## src/rtl/accu_serializer.sv

```systemverilog
// Packet serializer feeding the accumulator: takes one packed packet per handshake and
// streams it one word per beat with optional idle gaps, plus a last marker and expected sum.
module accu_serializer #(
    parameter int DATA_W = 8,
    parameter int WORDS  = 4,
    parameter int GAP_W  = 4
) (
    input  logic                              clk,
    input  logic                              rst,
    input  logic                              in_valid,
    output logic                              in_ready,
    input  logic [DATA_W*WORDS-1:0]           in_data,
    input  logic [GAP_W-1:0]                  gap,
    output logic                              valid_out,
    output logic [DATA_W-1:0]                 data_out,
    output logic                              last_out,
    output logic [DATA_W+$clog2(WORDS)-1:0]   exp_sum,
    output logic                              busy
);

    localparam int SUM_W = DATA_W + $clog2(WORDS);
    localparam int IDX_W = $clog2(WORDS);
    localparam logic [IDX_W-1:0] LAST_IDX = IDX_W'(WORDS - 1);

    typedef enum logic [1:0] {
        IDLE,
        SEND,
        GAP
    } state_t;

    state_t                    state_q, state_d;
    logic [IDX_W-1:0]          idx_q, idx_d;
    logic [GAP_W-1:0]          cnt_q, cnt_d;
    logic [GAP_W-1:0]          gap_q, gap_d;
    logic [DATA_W*WORDS-1:0]   pkt_q, pkt_d;
    logic [DATA_W-1:0]         data_q, data_d;
    logic [SUM_W-1:0]          sum_q, sum_d;
    logic                      valid_q, valid_d;
    logic                      last_q, last_d;
    logic                      busy_q, busy_d;

    logic                      accept;
    logic [SUM_W-1:0]          pkt_sum;
    logic [IDX_W-1:0]          idx_next;

    // Ready only when idle or on the final beat, so a new packet can follow with no bubble.
    assign in_ready = !rst && ((state_q == IDLE) || ((state_q == SEND) && (idx_q == LAST_IDX)));
    assign accept   = in_valid && in_ready;
    assign idx_next = idx_q + IDX_W'(1);

    always_comb begin
        pkt_sum = '0;
        for (int i = 0; i < WORDS; i++) begin
            pkt_sum = pkt_sum + SUM_W'(in_data[i*DATA_W +: DATA_W]);
        end
    end

    always_comb begin
        state_d = state_q;
        idx_d   = idx_q;
        cnt_d   = cnt_q;
        gap_d   = gap_q;
        pkt_d   = pkt_q;
        data_d  = data_q;
        sum_d   = sum_q;
        valid_d = 1'b0;
        last_d  = 1'b0;
        busy_d  = busy_q;

        unique case (state_q)
            IDLE: begin
                busy_d = 1'b0;
                if (accept) begin
                    state_d = SEND;
                    idx_d   = '0;
                    pkt_d   = in_data;
                    gap_d   = gap;
                    sum_d   = pkt_sum;
                    data_d  = in_data[DATA_W-1:0];
                    valid_d = 1'b1;
                    busy_d  = 1'b1;
                end
            end
            SEND: begin
                if (idx_q == LAST_IDX) begin
                    if (accept) begin
                        state_d = SEND;
                        idx_d   = '0;
                        pkt_d   = in_data;
                        gap_d   = gap;
                        sum_d   = pkt_sum;
                        data_d  = in_data[DATA_W-1:0];
                        valid_d = 1'b1;
                        busy_d  = 1'b1;
                    end else begin
                        state_d = IDLE;
                        busy_d  = 1'b0;
                    end
                end else if (gap_q == '0) begin
                    idx_d   = idx_next;
                    data_d  = pkt_q[idx_next*DATA_W +: DATA_W];
                    valid_d = 1'b1;
                    last_d  = (idx_next == LAST_IDX);
                end else begin
                    state_d = GAP;
                    cnt_d   = gap_q;
                end
            end
            GAP: begin
                if (cnt_q == GAP_W'(1)) begin
                    state_d = SEND;
                    idx_d   = idx_next;
                    data_d  = pkt_q[idx_next*DATA_W +: DATA_W];
                    valid_d = 1'b1;
                    last_d  = (idx_next == LAST_IDX);
                end else begin
                    cnt_d = cnt_q - GAP_W'(1);
                end
            end
            default: begin
                state_d = IDLE;
                busy_d  = 1'b0;
            end
        endcase
    end

    // Reset drops any packet in flight; no partial last beat is ever emitted.
    always_ff @(posedge clk) begin
        if (rst) begin
            state_q <= IDLE;
            idx_q   <= '0;
            cnt_q   <= '0;
            gap_q   <= '0;
            pkt_q   <= '0;
            data_q  <= '0;
            sum_q   <= '0;
            valid_q <= 1'b0;
            last_q  <= 1'b0;
            busy_q  <= 1'b0;
        end else begin
            state_q <= state_d;
            idx_q   <= idx_d;
            cnt_q   <= cnt_d;
            gap_q   <= gap_d;
            pkt_q   <= pkt_d;
            data_q  <= data_d;
            sum_q   <= sum_d;
            valid_q <= valid_d;
            last_q  <= last_d;
            busy_q  <= busy_d;
        end
    end

    assign valid_out = valid_q;
    assign data_out  = data_q;
    assign last_out  = last_q;
    assign exp_sum   = sum_q;
    assign busy      = busy_q;

endmodule

```

## config.mk

```make
export PLATFORM = sky130hd
export DESIGN_NAME = accu_serializer
export DESIGN_NICKNAME = d
export VERILOG_FILES = /design/src/rtl/accu_serializer.sv
export SDC_FILE = /design/constraint.sdc
export NUM_CORES = 1
export LEC_CHECK = 0
export BUFFER_PORTS_ARGS = -buffer_cell sky130_fd_sc_hd__buf_4
export CORE_ASPECT_RATIO = 2
export CORE_UTILIZATION = 61
export DETAILED_ROUTE_END_ITERATION = 8
export PLACE_DENSITY = 0.95
export SLEW_MARGIN = 30
export SYNTH_ARGS = -nofsm -noshare
export SYNTH_HDL_FRONTEND = slang
export SYNTH_SLANG_ARGS = --single-unit
```

## constraint.sdc

```tcl
create_clock -name clk -period 9.25 [get_ports clk]
set_input_delay 0.925 -clock clk [delete_from_list [all_inputs] [get_ports clk]]
set_output_delay 0.925 -clock clk [all_outputs]
set_load 0.05 [all_outputs]
```

==> impl_metrics.py <==
metrics = {
    "cts": {
        "cts_resized": 0,
        "cts.sink_count": 65,
        "h-tree-depth": 3,
        "cts_buffers": 9,
        "clkTransAtPathRegs_ps": 50,
        "post_cts_buffers": 0,
        "root_buffer": "clkbuf_16",
        "cts_max_path_buffers": 2,
        "tritoncts": "yes",
        "cts_hold_buf": 0,
        "clkLatencyLatePin_ps": 340,
    },
    "floorplan": {
        "pin_count": 61,
        "core_area_um2": 5960,
        "die_w_um": 57.3,
        "rows": 40,
        "initial_core_util_pct": 62.8,
        "die_h_um": 113,
        "fp.dieArea_um2": 6460,
    },
    "layout": {
        "drive_above_1_share_pct": 20.6,
        "seqCellArea_um2": 1300,
        "multi_input_area_um2": 2130,
        "diodes": 0,
        "final_util_pct": 75.1,
        "fillerInstances": 403,
        "areaGrowthSynthToFinish_pct": 19.6,
        "fin_nets": 557,
    },
    "worst_hold_path": {
        "min_from": "pkt_q[11]",
        "hp-class": "reg -> reg",
    },
    "route": {
        "vias_per_cell": 6.09,
        "wire_per_inst_um": 17.4,
        "drt_iter0_markers": 264,
        "drt_pass1_iterations": 7,
        "vias": 3367,
        "drt-total-wl_um": 9610,
        "ant_nets": 0,
        "drc_errors": 6,
    },
    "yosys": {
        "synthTopCellsByArea": "dfxtp_1 (35%), a21oi_1 (9.0%), nand2_1 (8.8%), fa_1 (8.6%), ha_1 (5.7%)",
        "async_reset_ff_share_pct": 0,
        "ys_seq_area_share_pct": 34.8,
        "synth_top_area_cell": "dfxtp_1",
        "ys_warn_count": 0,
        "synth-seq-cells": 65,
        "syn_inst": 436,
        "netlist_area_um2": 3740,
        "post_synth.cell_area_avg_um2": 8.57,
        "ys_types": 51,
        "synth-edff-count": 0,
        "synth_top_area_share_pct": 34.8,
        "synthFlopType": "dfxtp_1",
        "syn_nets": 508,
    },
    "worst_setup_path": {
        "critPathLaunch": "in_data[1]",
        "worstPathRequired_ps": 9530,
        "cp_slowest_stage_delay_ps": 560,
        "r2r_start": "idx_q[0]",
        "path_class": "in -> reg",
        "cpLargestDelayFamily": "adder cells",
        "end_kind": "flop",
        "timing.critical_path.buf_inv": 4,
        "cp-start-kind": "primary input",
        "cp_slowest_cell": "fa_1",
        "cp_cell_sequence": "buf_4 > inv_1 > fa_1 > inv_1 > fa_1 > ha_1 > inv_1 > fa_1 > nor2b_1 > o31a_1 > o21ai_0 > or4_1 > nand3_1",
        "cp_max_fo": 3,
        "critPathArrivalTime_ps": 3930,
    },
    "status": {
        "violations": "design-rule violations",
        "status": "finished, violations left",
    },
    "timing": {
        "timing.hold.ws_ps": 451,
        "setup_violations": 0,
        "max_slew_margin_pct": 41.2,
        "rsz0062_at_grt": "false",
        "fin_tns_setup_ps": 0,
        "slew_viol_final": 0,
        "fmax_mhz": 274,
        "fin_skew_ps": 6.99,
        "period_minus_slack_ps": 3650,
        "worst_pin_slew_ps": 876,
        "period_share_pct": 39.5,
        "timing.final.hold_violations": 0,
    },
    "pwr": {
        "combPwrFrac_pct": 42.0,
        "ir_worst_vdd_mv": 0.212,
        "power.internal_uw": 777,
        "leakagePower_nw": 1.92,
        "swShare_pct": 39.3,
        "pwr-share-clk_pct": 28.4,
        "netSwitchingPower_uw": 504,
        "pwr-share-seq_pct": 29.7,
        "pwr_density_cell_nw_per_um2": 286,
    },
    "global_route": {
        "grt_max_degree": 63,
        "grt_pass1_vias": 3436,
        "top_usage_layer": "met2",
        "grt_pass1_wl_um": 15800,
        "overflow": 0,
        "globalRouteMet1Util_pct": 32.8,
        "met2_usage_pct": 58.7,
        "antenna_found_initial": 0,
        "grt_usage_pct": 32.8,
        "met3_usage_pct": 6.40,
    },
    "place": {
        "hpwl_um": 6520,
        "place_congestion": 0.854,
        "place.port_buffers": 60,
    },
    "job": {
        "cap_viol_max_count": 0,
    },
}
[registers in the layout (all words and copies together) (netlist names)]
name	count
data_out	8
last_out	1
gap_q	4
pkt_q	32
exp_sum	10
busy	1
idx_q	2
valid_out	1
cnt_q	4
state_q	2
[cell usage in the layout (no fill, tap or decap), drive strengths merged, types with 3 or more instances in the layout]
| master | instances |
|---|---|
| nor2 | 18 |
| nor3 | 3 |
| a211oi | 4 |
| o21ai | 20 |
| nor3b | 3 |
| mux4 | 8 |
| nand2 | 88 |
| clkbuf | 15 |
| dfxtp | 65 |
| ha | 17 |
| mux2 | 8 |
| nand3 | 3 |
| fa | 16 |
| a21oi | 67 |
| nor2b | 12 |
| inv | 42 |
| buf | 63 |
[tightest hold or removal path, cell delays in order (launching register included)]
cell,delay (ps)
dfxtp_1,300
nand2_1,50
a21oi_1,50
[cell usage after synthesis (2+ instances only)]
cell type	instances
nand2_1	88
a21oi_1	67
dfxtp_1	65
inv_1	42
nor2_1	18
ha_1	17
fa_1	16
o21ai_0	16
buf_2	12
nor2b_1	12
mux4_2	8
mux2_2	7
clkbuf_1	6
a211oi_1	4
buf_6	4
nand3_1	3
nor3_1	3
o21ai_1	3
a21boi_0	2
a22oi_1	2
a31oi_1	2
and3_1	2
buf_4	2
mux2i_1	2
nand2b_1	2
nor3b_1	2
nor4b_1	2
o221a_2	2
or3_1	2
or4_1	2
[kinds of logic (layout without fill, tap and decap cells)]
family | count (synthesis) | after routing | synth area share (%)
fa+ha+maj | 33 | 33 | 14.3
buf+inv | 68 | 122 | 8.24
compound gates | 110 | 110 | 17.4
flops | 65 | 65 | 34.8
mux | 18 | 18 | 7.87
xor+xnor | 1 | 1 | 0.234
simple gates | 141 | 141 | 17.2
[layout make-up]
class	count	area share, %
clock buffer	15	6.66
timing repair buffer	63	10.6
inverter	43	3.61
clock inverter	1	0.672
sequential	65	29.1
multi-input combinational	303	47.6
tap	63	1.76
[power by group through the flow]
stage	Clock, mW	Sequential [mW]	Combinational (mW)
after floorplan	0	0.455	0.325
after global placement	0	0.379	0.509
after detailed placement	0	0.382	0.525
after CTS	0.365	0.377	0.532
after global routing	0.379	0.384	0.581
final	0.363	0.380	0.537
[metrics by stage]
| stage | instance area, µm² | worst slack, ps | instances | power [mW] |
|---|---|---|---|---|
| 4_1_cts | 4470 | 5650 | 553 | 1.27 |
| 3_3_place_gp | 4140 | 5450 | 537 | 0.888 |
| 5_1_grt | 4470 | 5310 | 553 | 1.34 |
| 6_report | 4470 | 5600 | 553 | 1.28 |
| 3_5_place_dp | 4140 | 5290 | 537 | 0.907 |
| 2_1_floorplan | 3740 | 5690 | 436 | 0.780 |
[final timing paths]
check | endpoint | slack, ps | depth (start not counted)
setup reg to reg | data_out[7] | 6550 | 6
setup / recovery | exp_sum[7] | 5600 | 13
hold reg to reg | pkt_q[11] | 450 | 2
hold / removal | pkt_q[11] | 450 | 2
[per-layer routing]
layer	wire, µm	part of all wire (%)	up-vias
met1	3320	35	1620
met4	495	5.2	0
met3	522	5.4	38
met2	5270	55	139
li1	-	-	1570
met5	0	0	-
Note: power is estimated with default switching activity, not from simulation.
